`src/rtl/uart_pkg.sv`:
```
// Shared UART definitions: one-hot receiver states, default line settings,
// and the baud divisor helper used by both directions.
package uart_pkg;

  typedef enum logic [4:0] {
    S_IDLE       = 5'b00001,
    S_START_BIT  = 5'b00010,
    S_DATA_BITS  = 5'b00100,
    S_PARITY_BIT = 5'b01000,
    S_STOP_BIT   = 5'b10000
  } state_t;

  localparam int unsigned DEF_CLOCK_FREQ = 100_000_000;
  localparam int unsigned DEF_BAUD_RATE  = 9600;
  localparam int unsigned OVERSAMPLE     = 16;

  function automatic int unsigned baud_div(input int unsigned clk_hz,
                                           input int unsigned baud,
                                           input int unsigned os);
    return clk_hz / (baud * os);
  endfunction

endpackage

```
`src/rtl/uart_baud_tick.sv`:
```
// Oversample tick generator: one-cycle tick every DIV clocks. Clear restarts
// the phase so sampling can be aligned to a detected line edge.
module uart_baud_tick
  import uart_pkg::*;
#(
  parameter int unsigned DIV = baud_div(DEF_CLOCK_FREQ, DEF_BAUD_RATE, OVERSAMPLE)
) (
  input  logic clk,
  input  logic reset_p,
  input  logic clear,
  output logic tick
);

  localparam int CW = (DIV > 1) ? $clog2(DIV) : 1;

  logic [CW-1:0] r_cnt;

  assign tick = (r_cnt == CW'(DIV - 1));

  always_ff @(posedge clk) begin
    if (reset_p || clear || tick) r_cnt <= '0;
    else                          r_cnt <= r_cnt + 1'b1;
  end

endmodule

```
`src/rtl/uart_rx.sv`:
```
// UART receiver, 8 data bits LSB first, 16x oversampled, one stop bit.
// Define UART_RX_PARITY_EN to expect one even-parity bit after the data.
module uart_rx #(
  parameter int unsigned CLOCK_FREQ = uart_pkg::DEF_CLOCK_FREQ,
  parameter int unsigned BAUD_RATE  = uart_pkg::DEF_BAUD_RATE,
  parameter int unsigned OVERSAMPLE = uart_pkg::OVERSAMPLE
) (
  input  logic        clk,
  input  logic        reset_p,
  input  logic        Rx,
  output logic [7:0]  rx_data,
  output logic        rx_valid,
  output logic        frame_err,
  output logic        parity_err,
  output logic        busy,
  output logic [15:0] led_debug
);
  import uart_pkg::*;

  localparam int unsigned DIV      = baud_div(CLOCK_FREQ, BAUD_RATE, OVERSAMPLE);
  localparam logic [3:0]  SUB_MID  = 4'(OVERSAMPLE / 2 - 1);
  localparam logic [3:0]  SUB_LAST = 4'(OVERSAMPLE - 1);

  state_t     r_state, w_next;
  logic       r_rx_meta, r_rx_s, r_rx_prev;
  logic [3:0] r_sub;
  logic [2:0] r_bit;
  logic [7:0] r_shift, r_data;
  logic       r_valid, r_ferr;
  logic       w_fall, w_start, w_tick, w_mid, w_last;

  assign w_fall  = r_rx_prev & ~r_rx_s;
  assign w_start = (r_state == S_IDLE) & w_fall;
  assign w_mid   = w_tick & (r_sub == SUB_MID);
  assign w_last  = w_tick & (r_sub == SUB_LAST);

  uart_baud_tick #(.DIV(DIV)) u_tick (
    .clk     (clk),
    .reset_p (reset_p),
    .clear   (w_start),
    .tick    (w_tick)
  );

  always_ff @(posedge clk) begin
    if (reset_p) r_state <= S_IDLE;
    else         r_state <= w_next;
  end

  always_comb begin
    w_next = r_state;
    case (r_state)
      S_IDLE:       if (w_fall) w_next = S_START_BIT;
      S_START_BIT:  if (w_mid)  w_next = r_rx_s ? S_IDLE : S_DATA_BITS;
      S_DATA_BITS:  if (w_last && r_bit == 3'd7)
`ifdef UART_RX_PARITY_EN
                      w_next = S_PARITY_BIT;
`else
                      w_next = S_STOP_BIT;
`endif
      S_PARITY_BIT: if (w_last) w_next = S_STOP_BIT;
      S_STOP_BIT:   if (w_last) w_next = S_IDLE;
      default:      w_next = S_IDLE;
    endcase
  end

`ifdef UART_RX_PARITY_EN
  logic r_perr, r_par_bad;
`endif

  always_ff @(posedge clk) begin
    if (reset_p) begin
      r_rx_meta <= 1'b1;
      r_rx_s    <= 1'b1;
      r_rx_prev <= 1'b1;
      r_sub     <= '0;
      r_bit     <= '0;
      r_shift   <= '0;
      r_data    <= '0;
      r_valid   <= 1'b0;
      r_ferr    <= 1'b0;
`ifdef UART_RX_PARITY_EN
      r_perr    <= 1'b0;
      r_par_bad <= 1'b0;
`endif
    end else begin
      r_rx_meta <= Rx;
      r_rx_s    <= r_rx_meta;
      r_rx_prev <= r_rx_s;
      r_valid   <= 1'b0;
      r_ferr    <= 1'b0;
`ifdef UART_RX_PARITY_EN
      r_perr    <= 1'b0;
`endif
      // Sub-bit phase restarts at the start edge and again at mid-start-bit,
      // so every later sample lands in the middle of its bit.
      if (r_state == S_IDLE || (r_state == S_START_BIT && w_mid)) r_sub <= '0;
      else if (w_tick)                                            r_sub <= r_sub + 1'b1;

      case (r_state)
        S_START_BIT: r_bit <= '0;
        S_DATA_BITS: if (w_last) begin
          r_shift <= {r_rx_s, r_shift[7:1]};
          r_bit   <= r_bit + 1'b1;
        end
`ifdef UART_RX_PARITY_EN
        S_PARITY_BIT: if (w_last) r_par_bad <= ^{r_shift, r_rx_s};
`endif
        S_STOP_BIT: if (w_last) begin
          if (!r_rx_s) r_ferr <= 1'b1;
`ifdef UART_RX_PARITY_EN
          else if (r_par_bad) r_perr <= 1'b1;
`endif
          else begin
            r_data  <= r_shift;
            r_valid <= 1'b1;
          end
        end
        default: ;
      endcase
    end
  end

`ifdef UART_RX_PARITY_EN
  assign parity_err = r_perr;
`else
  assign parity_err = 1'b0;
`endif

  assign rx_data   = r_data;
  assign rx_valid  = r_valid;
  assign frame_err = r_ferr;
  assign busy      = (r_state != S_IDLE);
  assign led_debug = {r_data, 2'b00, r_rx_s, r_state};

endmodule

```
`config.mk`:
```
export PLATFORM = sky130hd
export DESIGN_NAME = uart_rx
export DESIGN_NICKNAME = d
export VERILOG_FILES = /design/src/rtl/uart_pkg.sv /design/src/rtl/uart_baud_tick.sv /design/src/rtl/uart_rx.sv
export SDC_FILE = /design/constraint.sdc
export NUM_CORES = 1
export LEC_CHECK = 0
export BUFFER_PORTS_ARGS = -buffer_cell sky130_fd_sc_hd__buf_2
export CORE_AREA = 5 5 68 64
export DETAILED_ROUTE_END_ITERATION = 8
export DIE_AREA = 0 0 73 69
export PLACE_DENSITY = 0.88
export SETUP_SLACK_MARGIN = 0.4
export SLEW_MARGIN = 40
export SYNTH_ARGS = -nofsm -noshare
export SYNTH_HDL_FRONTEND = slang
export SYNTH_HIERARCHICAL = 1
export SYNTH_SLANG_ARGS = --single-unit
export TNS_END_PERCENT = 50
```
`constraint.sdc`:
```
create_clock -name clk -period 3.28 [get_ports clk]
set_clock_uncertainty 0.05 [all_clocks]
set_input_delay 0.164 -clock clk [delete_from_list [all_inputs] [get_ports clk]]
set_output_delay 0.164 -clock clk [all_outputs]
set_load 0.05 [all_outputs]
```
Word level (Yosys, flattened, before mapping):

Index checks and enable logic that the tools add are counted.

* output and inout bits: 28
* input bits: 3
* flip-flop bits (word level): 43

* reductions and logical operators: 12
* $add $sub $neg: 3
* bitwise gates (word level): 7
* muxes and demuxes: 11
* eq/ne operators: 16

Operator list (number)
* 2-to-1 mux 5 bit: 5
* case mux 5 bit (5 select lines): 1
* inequality test 2 bit, second input constant: 6
* adder 10 x 1 -> 10 bit, second input constant: 1
* == test 10 bit, second input constant: 1
* 2-to-1 mux 3 bit: 2
* case mux 3 bit (2 select lines): 1
* == test 5 x 1 -> 1 bit, second input constant: 1
* == test 5 x 2 -> 1 bit, second input constant: 1
* == test 5 x 3 -> 1 bit, second input constant: 1
* == test 5 x 4 -> 1 bit, second input constant: 1
* == test 5 bit, second input constant: 1
* inequality test 5 x 1 -> 1 bit, second input constant: 1
* AND reduction 5 bit: 1
* adder 4 x 1 -> 4 bit, second input constant: 1
* AND 1 bit: 4
* == test 4 x 3 -> 1 bit, second input constant: 1
* == test 4 bit, second input constant: 1
* AND reduction 2 bit: 2
* adder 3 x 1 -> 3 bit, second input constant: 1
* == test 3 bit, second input constant: 1
* logical OR 1 bit: 3
* NOT 1 bit: 3
* AND reduction 3 bit: 1
* other kinds (5): 7

Logic depth before layout (Yosys ltp):

* depth after elaboration: 5
* depth in mapped cells: 11
* gate-level depth less buffers: 8

Modules after synthesis:

Netlist, hierarchy kept.

Modules (own cells, without submodules)
* uart_rx: sequential area each 640.6 um2, instances 1, area each 1430.1 um2, cells an instance 145
* uart_baud_tick: sequential area each 200.2 um2, instances 1, area each 462.9 um2, cells an instance 51

Worst setup path after synthesis:

No wires, ideal clock.

* kind: register to register
* start point: reg u_tick.r_cnt[2]
* end point: reg r_state[0]
* stages on the path, launching flop included: 9
* required time: 3134 ps
* buffers on the path: 2
* arrival: 2212 ps
* setup time: 96 ps
* setup slack: 922 ps
* path through: dfxtp_1 or4b_4 nor4_1 buf_4 and4_1 buf_4 a21oi_1 or3_4 o41ai_2

* word-level cells in the longest chain between the ends: 5
* elaborated cells on any way between the ends: 9
* classes of those cells: eq/ne: 5; bitwise: 2; reduce/logical: 2

Ends and longest elaborated chain
* start: declaration: line uart_baud_tick.sv:16 `logic [CW-1:0] r_cnt;`
* start signal: assignment: line uart_baud_tick.sv:22 `else r_cnt <= r_cnt + 1'b1;`
* == test 10 bit (*): line uart_baud_tick.sv:18 `assign tick = (r_cnt == CW'(DIV - 1));`
* net w_tick: line uart_rx.sv:30 `logic w_fall, w_start, w_tick, w_mid, w_last;`
* AND 1 bit: line uart_rx.sv:35 `assign w_last = w_tick & (r_sub == SUB_LAST);`
* logical AND 1 bit: line uart_rx.sv:54 `S_DATA_BITS: if (w_last && r_bit == 3'd7)`
* inequality test 2 bit (no source line)
* AND reduction 5 bit (no source line) (*)
* end signal: assignment: line uart_rx.sv:46 `else r_state <= w_next;`
* end: declaration: line uart_rx.sv:24 `state_t r_state, w_next;`

The timed path passes the listed nets; every way through them passes the cells marked *.
A chain may end at the register's enable or synchronous reset.

Final worst setup path:

* start point: reg u_tick.r_cnt[2]
* end point: reg r_data[5], in the netlist rx_data[5]

* word-level cells in the longest chain between the ends: 3

Ends and longest elaborated chain
* == test 10 bit: line uart_baud_tick.sv:18
* net w_tick: line uart_rx.sv:30
* AND 1 bit: line uart_rx.sv:35
* AND reduction 3 bit (no source line)
* end signal: assignment: line uart_rx.sv:114 `r_data <= r_shift;`
* end: declaration: line uart_rx.sv:28 `logic [7:0] r_shift, r_data;`

The timed path passes the listed nets, and every way through them passes these cells.

==> results.md <==
* Cell Area, Synth at 0.00189 mm^2
* Final period util at 80.7%
* PortBufs at 26
* Die X-Extent at 73 um
* TritonCTS Buffers at 5
* Gpl congestion at 0.811
* Status: completed
* Cell taking the most area after synthesis: dfxtp_1
* Count leader, synth: dfxtp_1
* Total power at 1070 uW
* Syn. warnings at 6
* Cell leakage power at 0.000894 uW
* Syn avg cell area at 9.66 um^2
* Commonest cells post-synth: 42 x dfxtp_1, 33 x nor2_1, 17 x mux2i_1, 15 x buf_4, 12 x a21oi_1
* Post-CTS setup buffer count at 0
* Post-layout instance area at 0.00208 mm^2
* Endpoints failing setup at 0
* Worst Path Arrival at 2.78 ns
* Critical path's largest stage delay at 0.55 ns
* H-tree levels at 2
* First-pass GRT wire length at 5.83 mm
* WL final at 3.32 mm
* Fmax at 378 MHz
* CP Cell Sequence: or4b_4, nor4_1, buf_4, and4_1, nand3_1, mux2i_1, nor2_1
* Synth async-reset ratio at 0%
* Yosys top cell area share at 44.4%
* Seq/Total Area, Yosys at 44.4%
* Drt pass-1 iters at 4
* Total congestion overflow at 0
* Placeable Area at 0.00357 mm^2
* Critical path class: reg2reg
* Critical path required time at 3.41 ns
* Antenna Cells at 0
* # IOs at 31
* Initial antenna violation count at 0
* Max Slew Vio Count at 0
* Max Buffers Root-to-Sink at 2
* Share of cells above drive strength 1 at 22.8%
* Synth-to-Final Area Change at 9.78%
* Ranking of synthesized cells by area: dfxtp_1 44%, mux2i_1 9.0%, nor2_1 6.5%, buf_4 5.9%, ha_1 3.3%
* Maximum vdd ir drop at 0.267 mV
* GRT Overall Usage at 14.7%
* Num Clock Sinks at 42
* Hold Path Depth at 2
* Reg2reg end: rx_data[5]
* Reg2reg start: u_tick/r_cnt[2]
* Antenna-violating nets left at 0
* Per-cell routed wire length at 12.7 um
* Flops & latches, synth at 42
* Fill cells at 336
* Number of global-route vias before repair at 1263
* Worst Hold Class: in2reg
* Starting DRT DRC Count at 49
* Multi-input combinational cell area at 897 um^2
* Post-synth top flop: dfxtp_1
* Max-slew headroom at 59.8%
* Die footprint at 0.00504 mm^2
* Critical path fanouts, max at 9
* Chip height at 69 um
* PwrDens at 514 mW/mm^2
* Post-synth EDFFs at 0
* Worst Hold Launch: reset_p
* CTS clk-pin slew, worst paths at 0.09 ns
* Clk Latency, worst-skew pair at 0.30 ns
* Sink of the worst hold path: rx_data[3]
* CTS tree: yes
* Cell variety after synth at 41
* Worst r2r path cells at 7
* Post-Syn Instances at 196
* Initial core utilization at 53.0%
* DP HPWL at 2.42 mm
* Nature of the critical path startpoint: flip-flop
* TNS Setup at 0 ns
* Drc violations at 0
* Worst Max-Slew Pin Slew at 0.594 ns
* Final hold vios at 0
* Number of vias per cell at 5.20
* Crit. End Element: flip-flop
* DP Area at 0.00196 mm^2
* Slowest CP cell: or4b_4
* Worst R2R Setup Slack at 0.63 ns
* FF/Latch Area at 841 um^2
* CTS root buffer: clkbuf_8
* RSZ-0062 raised after global routing: false
* Max Cap Viol at 0
* Cell row count at 21
* Vias at 1356
* Largest net degree at the start of global routing at 31
* Nets at 222
* Minimum clock period at 2.65 ns
==> layout make-up <==
type,count,share of cell area (%)
sequential,42,40.5
clock inverter,3,2.11
tap,46,2.77
inverter,6,1.08
timing repair buffer,28,7.10
multi-input combinational,131,43.2
clock buffer,5,3.31
==> placed cells by master (no fill, tap or decap), drive strengths merged, types with 2 or more instances in the layout <==
master | synthesis | routed
dfxtp | 42 | 42
nor2 | 34 | 34
buf | 17 | 27
mux2i | 17 | 17
a21oi | 12 | 12
nand2 | 7 | 7
inv | 6 | 7
nand3 | 6 | 6
ha | 5 | 5
clkbuf | 3 | 5
or3 | 5 | 5
xor2 | 4 | 4
conb | 1 | 4
o21ai | 4 | 4
nor4b | 4 | 4
or2 | 3 | 3
a211oi | 3 | 3
nand4 | 3 | 3
or4b | 2 | 2
nor3 | 2 | 2
nand2b | 2 | 2
xnor2 | 2 | 2
o41ai | 2 | 2
==> through the flow <==
stage	hold WS, ns	util, %	worst slack, ns	std cells
after floorplan	0.218	-	0.922	199
after global placement	0.297	54.7	0.708	252
after detailed placement	0.300	54.7	0.641	252
after CTS	0.250	58.2	0.627	261
after global routing	0.280	58.2	0.413	261
final	0.264	58.2	0.633	261
==> cells by family after synthesis <==
group	share of synthesized area, %
DFF	44.4
other	0.198
buffers and inverters	8.79
and+or+nand+nor	22.5
xor gates and xnor gates	2.78
muxes	8.99
adders and majority gates	3.30
AOI/OAI and AO/OA	8.99
==> worst max-delay path: cells and delay by family (launching register included) <==
family,cells,cell delay (ns)
mux,1,0.32
buf+inv,1,0.20
flops,1,0.37
simple gates,5,1.58
==> flip-flops by register name (all words and copies together), names as in the netlist <==
name,cells
frame_err,1
r_bit,3
r_rx_meta,1
r_rx_prev,1
r_rx_s,1
r_shift,8
r_state,4
r_sub,4
rx_data,8
rx_valid,1
u_tick/r_cnt,10
==> power breakdown <==
| part | internal [uW] | switching (uW) | leakage (uW) | total [uW] |
|---|---|---|---|---|
| logic | 32.6 | 86.4 | 0.000496 | 119 |
| registers | 520 | 15.6 | 0.000340 | 535 |
| clock network | 228 | 185 | 0.0000585 | 413 |
==> worst max path at each step <==
stage / startpoint / endpoint / slack (ns) / cells after the start
after global placement: u_tick/r_cnt[2] / rx_data[4] / 0.71 / 7
after floorplan: u_tick/r_cnt[2] / r_state[0] / 0.92 / 8
after detailed placement: u_tick/r_cnt[2] / rx_data[5] / 0.64 / 7
final: u_tick/r_cnt[2] / rx_data[5] / 0.63 / 7
after CTS: u_tick/r_cnt[2] / rx_data[5] / 0.63 / 7
after global routing: u_tick/r_cnt[2] / rx_data[2] / 0.41 / 7
==> repair_timing <==
action / in CTS / in global routing
setup endpoints to repair: 0 / 0
hold buffers: 1 / 0
gates resized for setup: 0 / 0
endpoints found under the hold margin: 1 / 0
==> routing by layer <==
metal / part of all wire (%) / GRT usage, % / up-vias / routed length, um
met1: 48 / 19.7 / 631 / 1580
met2: 45 / 21.3 / 24 / 1490
met4: 1.9 / 5.53 / 0 / 63
met3: 5.6 / 5.67 / 7 / 187
met5: 0 / 0 / - / 0
li1: - / - / 694 / -
Note: power is estimated with default switching activity, not from simulation.
